===== config.mk =====
export PLATFORM = sky130hd
export DESIGN_NAME = esfa_run_controller
export DESIGN_NICKNAME = d
export VERILOG_FILES = /design/src/rtl/esfa_run_controller.sv
export SDC_FILE = /design/constraint.sdc
export NUM_CORES = 1
export LEC_CHECK = 0
export CAP_MARGIN = 20
export CORE_MARGIN = 3
export CORE_UTILIZATION = 30
export CTS_CLUSTER_SIZE = 25
export DETAILED_ROUTE_END_ITERATION = 16
export DONT_BUFFER_PORTS = 1
export PLACE_DENSITY = 0.44
export SLEW_MARGIN = 30
export SYNTH_ARGS = -nofsm -noshare
export SYNTH_HDL_FRONTEND = slang
export SYNTH_SLANG_ARGS = --single-unit

===== constraint.sdc =====
create_clock -name clk -period 2.51 [get_ports clk]
set_input_delay 0.502 -clock clk [delete_from_list [all_inputs] [get_ports clk]]
set_output_delay 0.502 -clock clk [all_outputs]
set_load 0.01 [all_outputs]

===== src/rtl/esfa_run_controller.sv =====
// Device side of the doRun / isRunning / wasSuccessful run handshake: sequences
// NUM_OPS worker operations, times out stuck ones and counts run cycles.
module esfa_run_controller #(
  parameter int unsigned NUM_OPS = 16,
  parameter int unsigned TIMEOUT = 1024,
  parameter int unsigned CYCLE_W = 32,
  localparam int unsigned IDX_W = (NUM_OPS > 1) ? $clog2(NUM_OPS) : 1
) (
  input  logic               clk,
  input  logic               reset,
  input  logic               doRun,
  output logic               isRunning,
  output logic               wasSuccessful,
  output logic               opStart,
  output logic [IDX_W-1:0]   opIndex,
  input  logic               opDone,
  input  logic               opPass,
  output logic [CYCLE_W-1:0] cycleCount,
  output logic [IDX_W-1:0]   failIndex,
  output logic               timedOut
);

  localparam int unsigned WAIT_W = (TIMEOUT > 2) ? $clog2(TIMEOUT) : 1;
  localparam logic [WAIT_W-1:0] WAIT_LAST = WAIT_W'(TIMEOUT - 1);
  localparam logic [IDX_W-1:0]  LAST_IDX  = IDX_W'(NUM_OPS - 1);

  typedef enum logic [1:0] {
    S_IDLE,
    S_ISSUE,
    S_WAIT,
    S_DONE
  } state_t;

  state_t               state_q, state_d;
  logic                 is_running_q, is_running_d;
  logic                 was_successful_q, was_successful_d;
  logic                 op_start_q, op_start_d;
  logic [IDX_W-1:0]     op_index_q, op_index_d;
  logic [CYCLE_W-1:0]   cycle_count_q, cycle_count_d;
  logic [IDX_W-1:0]     fail_index_q, fail_index_d;
  logic                 timed_out_q, timed_out_d;
  logic [WAIT_W-1:0]    wait_cnt_q, wait_cnt_d;

  always_comb begin
    state_d          = state_q;
    was_successful_d = was_successful_q;
    op_index_d       = op_index_q;
    cycle_count_d    = cycle_count_q;
    fail_index_d     = fail_index_q;
    timed_out_d      = timed_out_q;
    wait_cnt_d       = wait_cnt_q;

    // Saturating run-length counter; the start transition below overrides it.
    if ((state_q == S_ISSUE || state_q == S_WAIT) && cycle_count_q != '1) begin
      cycle_count_d = cycle_count_q + 1'b1;
    end

    unique case (state_q)
      S_IDLE: begin
        if (doRun) begin
          state_d          = S_ISSUE;
          op_index_d       = '0;
          cycle_count_d    = '0;
          was_successful_d = 1'b0;
          timed_out_d      = 1'b0;
          fail_index_d     = '0;
        end
      end
      S_ISSUE: begin
        wait_cnt_d = '0;
        if (!doRun) begin
          state_d          = S_IDLE;
          was_successful_d = 1'b0;
          timed_out_d      = 1'b0;
          fail_index_d     = op_index_q;
        end else begin
          state_d = S_WAIT;
        end
      end
      S_WAIT: begin
        wait_cnt_d = wait_cnt_q + 1'b1;
        // Abort outranks completion, and completion outranks timeout.
        if (!doRun) begin
          state_d          = S_IDLE;
          was_successful_d = 1'b0;
          timed_out_d      = 1'b0;
          fail_index_d     = op_index_q;
        end else if (opDone) begin
          if (!opPass) begin
            state_d          = S_DONE;
            was_successful_d = 1'b0;
            fail_index_d     = op_index_q;
          end else if (op_index_q == LAST_IDX) begin
            state_d          = S_DONE;
            was_successful_d = 1'b1;
          end else begin
            state_d    = S_ISSUE;
            op_index_d = op_index_q + 1'b1;
          end
        end else if (wait_cnt_q == WAIT_LAST) begin
          state_d          = S_DONE;
          was_successful_d = 1'b0;
          timed_out_d      = 1'b1;
          fail_index_d     = op_index_q;
        end
      end
      S_DONE: begin
        if (!doRun) begin
          state_d = S_IDLE;
        end
      end
      default: state_d = S_IDLE;
    endcase

    // ISSUE always lasts exactly one cycle, so the pulse is just "entering ISSUE".
    op_start_d   = (state_d == S_ISSUE);
    is_running_d = (state_d == S_ISSUE) || (state_d == S_WAIT);
  end

  always_ff @(posedge clk) begin
    if (reset) begin
      state_q          <= S_IDLE;
      is_running_q     <= 1'b0;
      was_successful_q <= 1'b0;
      op_start_q       <= 1'b0;
      op_index_q       <= '0;
      cycle_count_q    <= '0;
      fail_index_q     <= '0;
      timed_out_q      <= 1'b0;
      wait_cnt_q       <= '0;
    end else begin
      state_q          <= state_d;
      is_running_q     <= is_running_d;
      was_successful_q <= was_successful_d;
      op_start_q       <= op_start_d;
      op_index_q       <= op_index_d;
      cycle_count_q    <= cycle_count_d;
      fail_index_q     <= fail_index_d;
      timed_out_q      <= timed_out_d;
      wait_cnt_q       <= wait_cnt_d;
    end
  end

  assign isRunning     = is_running_q;
  assign wasSuccessful = was_successful_q;
  assign opStart       = op_start_q;
  assign opIndex       = op_index_q;
  assign cycleCount    = cycle_count_q;
  assign failIndex     = fail_index_q;
  assign timedOut      = timed_out_q;

endmodule


==> results of run 1 <==
sequential cells by signal (all words and copies together) (netlist names):
signal         flops
opIndex            4
state_q            2
timedOut           1
wait_cnt_q        10
cycleCount        32
wasSuccessful      1
opStart            1
failIndex          4
isRunning          1
report_power, final:
group / total (W) / leakage, nW / internal (W) / switching (W)
Sequential: 0.000904 / 0.452 / 0.000896 / 0.00000801
Combinational: 0.000118 / 0.497 / 0.0000428 / 0.0000750
Clock: 0.000519 / 0.0510 / 0.000221 / 0.000298
critical path: stages, from the launching register on:
cell and delay, ns:
dfxtp_1 0.39, inv_1 0.09, ha_1 0.29, inv_1 0.05
or3_1 0.47, or4_4 0.46, or3_1 0.32, a21oi_1 0.14
how the worst max path moves through the flow:
stage,startpoint,endpoint,slack (ns),cells past startpoint
floorplan,state_q[0],cycleCount[30],0.26,8
global route,state_q[1],cycleCount[26],0.07,7
finish,state_q[1],cycleCount[26],0.24,7
CTS,state_q[0],cycleCount[26],0.17,7
detailed placement,state_q[0],cycleCount[30],0.22,7
global placement,state_q[0],cycleCount[30],0.27,7
layer usage:
layer | track usage [%] | vias up | share of wire [%]
met1 | 19.1 | 1167 | 51
li1 | - | 1283 | -
met3 | 4.06 | 7 | 5.6
met4 | 3.49 | 0 | 0.81
met2 | 20.5 | 46 | 43
met5 | 0 | - | 0
logic make-up (layout without fill, tap and decap cells):
| group | Yosys count | in the layout | synth area share (%) |
|---|---|---|---|
| buffers and inverters | 24 | 37 | 3.73 |
| AOI/OAI and AO/OA | 77 | 77 | 16.5 |
| and+or+nand+nor | 160 | 160 | 30.7 |
| xor gates and xnor gates | 13 | 13 | 4.04 |
| DFF | 56 | 56 | 39.7 |
| adders and majority gates | 8 | 8 | 3.55 |
| muxes | 5 | 5 | 1.77 |
area by class of cell:
cell class | count | area (um^2)
Inverter | 8 | 30.0
Timing Repair Buffer | 21 | 158
Clock inverter | 2 | 10.0
Tap cell | 108 | 135
Multi-Input combinational cell | 263 | 1600
Clock buffer | 6 | 82.6
Fill cell | 968 | 5800
Sequential cell | 56 | 1120
cell usage after synthesis (all sizes together) (2+ instances only):
library cell	count	share of area [%]
a21o	2	0.53
dfxtp	56	40
a21oi	29	5.1
or4	13	3.6
nand4	15	3.3
nand2	34	4.5
a211oi	4	1.1
inv	8	1.1
a31oi	4	0.89
or3	15	3.3
clkbuf	11	1.5
o31ai	8	2.3
and3	2	0.44
and4	8	2.5
o21ai	20	3.5
ha	8	3.5
or2	3	0.67
buf	5	1.2
nor4	5	1.3
nor2	31	4.1
xnor2	5	1.6
xor2	8	2.5
nand2b	6	1.3
a311oi	2	0.62
nor3	4	0.71
nand3	17	3.2
nor2b	4	0.89
mux2i	5	1.8
through the flow:
step	setup slack, ns	cells	instance area [um^2]	hold slack, ns
after floorplan	0.256	343	2820	0.457
after global placement	0.268	456	3040	0.471
after detailed placement	0.222	456	3040	0.471
after CTS	0.168	464	3130	0.231
after global routing	0.0750	464	3130	0.224
final	0.245	464	3130	0.242
==> impl_metrics.ini, run 1 <==
[power_and_ir_drop]
report.power.total_w = 0.00154
p_per_area_nw_per_um2 = 492
leakage_nw = 1.00
peakVddDrop_mv = 0.210

[setup_path]
crit_fanout = 6
critical_path_class = reg -> reg
crit_required_ns = 2.76
cp-end-kind = flop
crit_path_start_kind = flop
worst_r2r_startpoint = state_q[1]
crit_arrival_ns = 2.51
r2r-end = cycleCount[26]
r2r_cells = 7
regToRegSetupSlack_ns = 0.24

[sta]
worst_pin_slew_ns = 0.940
final_hold_viol_count = 0
setup_viol = 0
tns_ns = 0
max_clock_freq_ghz = 0.441
rsz0062_at_grt = false
min_period_over_period_pct = 90.2
period_needed_ns = 2.27
slew-limit-headroom_pct = 36.8
slew_viol_final = 0
finalClockSkew_ns = 0.0131

[placed_design]
hpwl_um = 5130
numPortBuffers = 0
gp_congestion = 0.765

[floorplan]
die_area_um2 = 10600
placementRows = 34
coreArea_um2 = 8930
io_pins = 49
start_util_pct = 31.6
die_x_um = 103
fp.dieH_um = 103

[hold_path]
hold-path-endpoint = state_q[0]
worstHoldPathCells = 1
min_from = reset
hp-class = in -> reg

[global_routing]
grt_overflow_total = 0
grt_pass1_vias = 2267
antenna_found_initial = 0
grt_max_degree = 27
track_usage_pct = 13.6
grt_pass1_wl_um = 11600

[finish]
synthToLayoutAreaGrowth_pct = 11.0
drive_above_1_share_pct = 10.7
diodes = 0
final_common_cell = dfxtp_1
utilization_pct = 35.1
nets = 368
final_cell_mix = dfxtp_1, nand2_1, nor2_1, a21oi_1, buf_4

[yosys]
synthCells = 343
synth_warnings = 0
synth_edf_count = 0
synth_nets = 356
syn_area_um2 = 2820
synth_seq_cells = 56
ys_seq_area_share_pct = 39.7
async_reset_ff_share_pct = 0
syn_avg_cell_area_um2 = 8.23
synth-main-ff-cell = dfxtp_1
synth.distinct_cells = 48

[run]
drv_cap = 0

[clock_network]
cts_sinks = 56
cts_tree = built
ctsRootBufferMaster = clkbuf_8
cts_setup_buffers = 0
htree_levels = 2
cts-buffers-inserted = 5
cts-hold-fix-buffers = 0
cts_resized = 0
insertion_delay_ns = 0.31
clk_pin_slew_worst_paths_ns = 0.10
cts_buffer_depth = 2

[drt]
via_per_inst = 5.39
avgRoutedWirePerCell_um = 15.2
first_iter_violations = 144
drc = 0
wirelength_um = 7060
antenna_left = 0
dr.pass1.iters = 4
vias = 2503

[outcome]
status = finished clean
Note: power is estimated with default switching activity, not from simulation.
==> run 2, diff against run 1 <==
--- a/config.mk
+++ b/config.mk
@@ -8,2 +8,3 @@
 export CAP_MARGIN = 20
+export CORE_ASPECT_RATIO = 1.1
 export CORE_MARGIN = 3
@@ -13,2 +14,3 @@
 export DONT_BUFFER_PORTS = 1
+export MAX_ROUTING_LAYER = met4
 export PLACE_DENSITY = 0.44
--- a/constraint.sdc
+++ b/constraint.sdc
@@ -3,2 +3,2 @@
 set_output_delay 0.502 -clock clk [all_outputs]
-set_load 0.01 [all_outputs]
+set_load 0.005 [all_outputs]
==> run 2 against run 1 <==
Global-route usage rose by 0.62 points; clock-buffer cell count fell by 1; sequential power barely moved; worst setup slack got worse by 0.0066 ns; via count fell by 0.12%; utilization barely moved; critical path type unchanged.
==> impl_metrics.ini, run 2 (synthesized netlist as in run 1, its figures left out) <==
[outcome]
status = finished clean

[power_and_ir_drop]
leakage_nw = 1.00
peakVddDrop_mv = 0.259
p_per_area_nw_per_um2 = 549

[clock_network]
cts_buffer_depth = 2
htree_levels = 2
cts-buffers-inserted = 5
cts-hold-fix-buffers = 0
cts_sinks = 56
ctsRootBufferMaster = clkbuf_8
insertion_delay_ns = 0.32
clk_pin_slew_worst_paths_ns = 0.11
cts_tree = built

[global_routing]
grt_pass1_vias = 2411
grt_max_degree = 27
grt_overflow_total = 0
track_usage_pct = 14.3
antenna_found_initial = 0
grt_pass1_wl_um = 12300

[finish]
synthToLayoutAreaGrowth_pct = 12.1
finalInstanceArea_um2 = 3160
fin_cells = 467
final_cell_mix = dfxtp_1, nand2_1, nor2_1, a21oi_1, buf_4
nets = 365
largest_reg_flops = 32
drive_above_1_share_pct = 9.92
final_common_cell = dfxtp_1
diodes = 0

[drt]
wirelength_um = 7030
drc = 0
dr.pass1.iters = 4
via_per_inst = 5.35
first_iter_violations = 161
avgRoutedWirePerCell_um = 15.0
antenna_left = 0
vias = 2500

[run]
drv_cap = 0

[sta]
slew-limit-headroom_pct = 69.8
max_clock_freq_ghz = 0.440
finalClockSkew_ns = 0.0194
setup_viol = 0
holdWs_ns = 0.227
tns_ns = 0
rsz0062_at_grt = false
slew_viol_final = 0
period_needed_ns = 2.27
worst_pin_slew_ns = 0.453
min_period_over_period_pct = 90.5
timing.final.ws_setup_ns = 0.238
final_hold_viol_count = 0

[setup_path]
path_cells = inv_1 -> ha_1 -> inv_1 -> or3_1 -> or4_4 -> or3_1 -> a21oi_1
critical_path_class = reg -> reg
crit_fanout = 6
crit_buf_inv = 2
crit_required_ns = 2.75
crit_path_start_kind = flop
crit_slowest_cell = or3_1
critPathTopFamily = simple AND/OR/NAND/NOR gates
cp-end-kind = flop
crit_arrival_ns = 2.51
slowest_delay_ns = 0.46

[hold_path]
hp-class = in -> reg

[floorplan]
io_pins = 49
die_x_um = 98.5
fp.dieH_um = 108
die_area_um2 = 10600
coreArea_um2 = 9010
start_util_pct = 31.3
placementRows = 36

[placed_design]
numPortBuffers = 0
dp_slack_ns = 0.225
gp_congestion = 0.769
hpwl_um = 5120
dpl_cell_area_um2 = 3020
dp_cells = 459
[run 2: cell count changes in the layout (fill, tap and decap cells not counted)]
cell       change
buf_4          -3
bufinv_16      +2
clkbuf_8       -1
clkinv_2       -2
inv_6          +1
[run 2: per-layer routing]
metal	global-route usage, %	vias up	part of all wire, %
li1	-	1279	-
met1	19.2	1164	49
met2	20.6	51	42
met3	4.93	6	7.8
met4	3.32	0	0.98
met5	-	-	0
[run 2: path summary, 6_finish.rpt]
| kind | slack, ns | from | cells past startpoint | end |
|---|---|---|---|---|
| worst max-delay path | 0.24 | state_q[1] | 7 | cycleCount[26] |
| worst min-delay path | 0.23 | reset | 1 | state_q[0] |
| worst max register to register | 0.24 | state_q[1] | 7 | cycleCount[26] |
| worst min register to register | 0.49 | wait_cnt_q[1] | 2 | wait_cnt_q[1] |
[run 2: power by group]
group | leakage [nW] | internal [W] | switching, W | total (W)
clock network | 0.0687 | 0.000402 | 0.000318 | 0.000721
registers | 0.452 | 0.000896 | 0.00000766 | 0.000904
logic | 0.480 | 0.0000429 | 0.0000706 | 0.000114
[run 2: repair_timing]
action | in CTS | in global routing
endpoints found under the setup margin | 0 | 2
gates resized for setup | 0 | 1
buffers inserted | 0 | 0
[run 2: per-stage QoR]
step	power [W]	utilization, %
2_1_floorplan	0.00101	-
3_3_place_gp	0.00104	33.6
3_5_place_dp	0.00104	33.6
4_1_cts	0.00177	35.1
5_1_grt	0.00182	35.1
6_report	0.00174	35.1
[run 2: area by class of cell]
cell class / instances / area (um^2)
clock buffers: 5 / 68.8
clock inverters: 3 / 68.8
fillers: 973 / 5850
inverters: 8 / 30.0
multi-input cells: 263 / 1600
flip-flops and latches: 56 / 1120
well taps: 114 / 143
repair buffers: 18 / 135
==> run 3, diff against run 2 <==
CORE_UTILIZATION = 35   (was 30)
PLACE_DENSITY = 0.49   (was 0.44)
clock period = 2.49 ns   (was 2.51 ns; I/O delays follow)
==> run 3 against run 2 <==
Clock-buffer cell count unchanged; flip-flop and latch count unchanged; cell count decreased by 2.6%; power decreased by 6.6%; critical endpoint unchanged.
==> impl_metrics.ini, run 3 (synthesized netlist as in run 1, its figures left out) <==
[clock_network]
cts-hold-fix-buffers = 0
cts_tree = built
clk_pin_slew_worst_paths_ns = 0.10
insertion_delay_ns = 0.31
htree_levels = 2
cts-buffers-inserted = 5
cts_sinks = 56
cts_buffer_depth = 2
ctsRootBufferMaster = clkbuf_8
cts_setup_buffers = 0

[power_and_ir_drop]
leakage_nw = 0.972
p_per_area_nw_per_um2 = 523
report.power.total_w = 0.00162
peakVddDrop_mv = 0.203

[placed_design]
hpwl_um = 4880
gp_congestion = 0.778
numPortBuffers = 0
dp_cells = 447

[global_routing]
grt_pass1_wl_um = 11300
antenna_found_initial = 0
track_usage_pct = 15.5
grt_pass1_vias = 2196
grt_max_degree = 31
grt_overflow_total = 0

[setup_path]
crit_fanout = 6
r2r-end = cycleCount[26]
slowest_delay_ns = 0.46
crit_required_ns = 2.74
critical_path_class = reg -> reg
r2r_cells = 6
path_common_cell = or3_1
worst_r2r_startpoint = cycleCount[0]
crit_path_start_kind = flop
crit_slowest_cell = dfxtp_1
regToRegSetupSlack_ns = 0.19
cp-end-kind = flop
path_cells = ha_1 -> nand4_1 -> or3_1 -> or4_4 -> or3_1 -> a21oi_1
crit_arrival_ns = 2.54

[finish]
final_cell_mix = dfxtp_1, nand2_1, nor2_1, a21oi_1
seq_area_um2 = 1120
multi_input_area_um2 = 1600
synthToLayoutAreaGrowth_pct = 9.98
drive_above_1_share_pct = 9.14
nets = 362
fin_cells = 455
largest_reg_flops = 32
fillerInstances = 821
utilization_pct = 40.6
final_common_cell = dfxtp_1
diodes = 0

[floorplan]
coreArea_um2 = 7640
die_x_um = 91.6
start_util_pct = 36.9
fp.dieH_um = 100
die_area_um2 = 9180
placementRows = 33
io_pins = 49

[drt]
drc = 0
vias = 2481
via_per_inst = 5.45
first_iter_violations = 123
avgRoutedWirePerCell_um = 15.0
antenna_left = 0
dr.pass1.iters = 4
wirelength_um = 6800

[hold_path]
hold-path-endpoint = opIndex[0]
hp-class = in -> reg
min_from = reset
worstHoldPathCells = 1

[sta]
worst_pin_slew_ns = 0.523
tns_ns = 0
period_needed_ns = 2.30
rsz0062_at_grt = false
max_clock_freq_ghz = 0.435
slew_viol_final = 0
slew-limit-headroom_pct = 64.9
min_period_over_period_pct = 92.2
setup_viol = 0
finalClockSkew_ns = 0.00629
final_hold_viol_count = 0

[outcome]
status = finished clean

[run]
drv_cap = 0
-- run 3: worst max path at each step --
| stage | from | to | slack [ns] | cells past startpoint |
|---|---|---|---|---|
| 4_1_cts | state_q[0] | cycleCount[26] | 0.14 | 7 |
| 2_1_floorplan | state_q[0] | cycleCount[30] | 0.24 | 8 |
| 3_3_place_gp | state_q[0] | cycleCount[30] | 0.26 | 7 |
| 5_1_grt | cycleCount[0] | cycleCount[26] | 0.08 | 6 |
| 3_5_place_dp | state_q[0] | cycleCount[26] | 0.18 | 7 |
| 6_report | cycleCount[0] | cycleCount[26] | 0.19 | 6 |
-- run 3: power breakdown --
part           leakage, nW  total (W)  internal [W]  switching [W]
sequential           0.452   0.000911      0.000903     0.00000768
clock               0.0541   0.000605      0.000298       0.000307
combinational        0.466   0.000107     0.0000375      0.0000692
total                0.972    0.00162       0.00124       0.000383
-- run 3: worst max-delay path, delay by kind of cell, from the launching register on --
kind	cells	cell delay [ns]
flip-flops	1	0.46
adder cells (fa/ha/maj)	1	0.23
AO/OA/AOI/OAI	1	0.14
AND/OR/NAND/NOR	4	1.40
-- run 3: layout make-up --
cell class,count,area share (%)
multi-input cells,263,51.4
flip-flops and latches,56,36.2
well taps,105,4.23
repair buffers,15,3.63
clock buffers,5,2.22
clock inverters,3,1.37
inverters,8,0.968
-- run 3: per-layer routing --
layer	routed length (um)	track usage, %	up-vias
met3	424	4.65	6
met2	2930	23.3	57
li1	-	-	1269
met1	3380	20.2	1149
met4	65	4.18	0
met5	0	-	-
-- run 3: metrics by stage --
step           hold WS (ns)  instance area, um^2  worst slack, ns
2_1_floorplan         0.457                 2820            0.236
3_3_place_gp          0.471                 2990            0.263
4_1_cts               0.226                 3100            0.138
3_5_place_dp          0.477                 2990            0.184
6_report              0.240                 3100            0.193
5_1_grt               0.220                 3100           0.0776
-- run 3: repair_timing --
item | 4_1_cts | 5_1_grt
setup endpoints to repair | 0 | 1
hold endpoints to repair | 0 | 0
gates resized for setup | 0 | 1
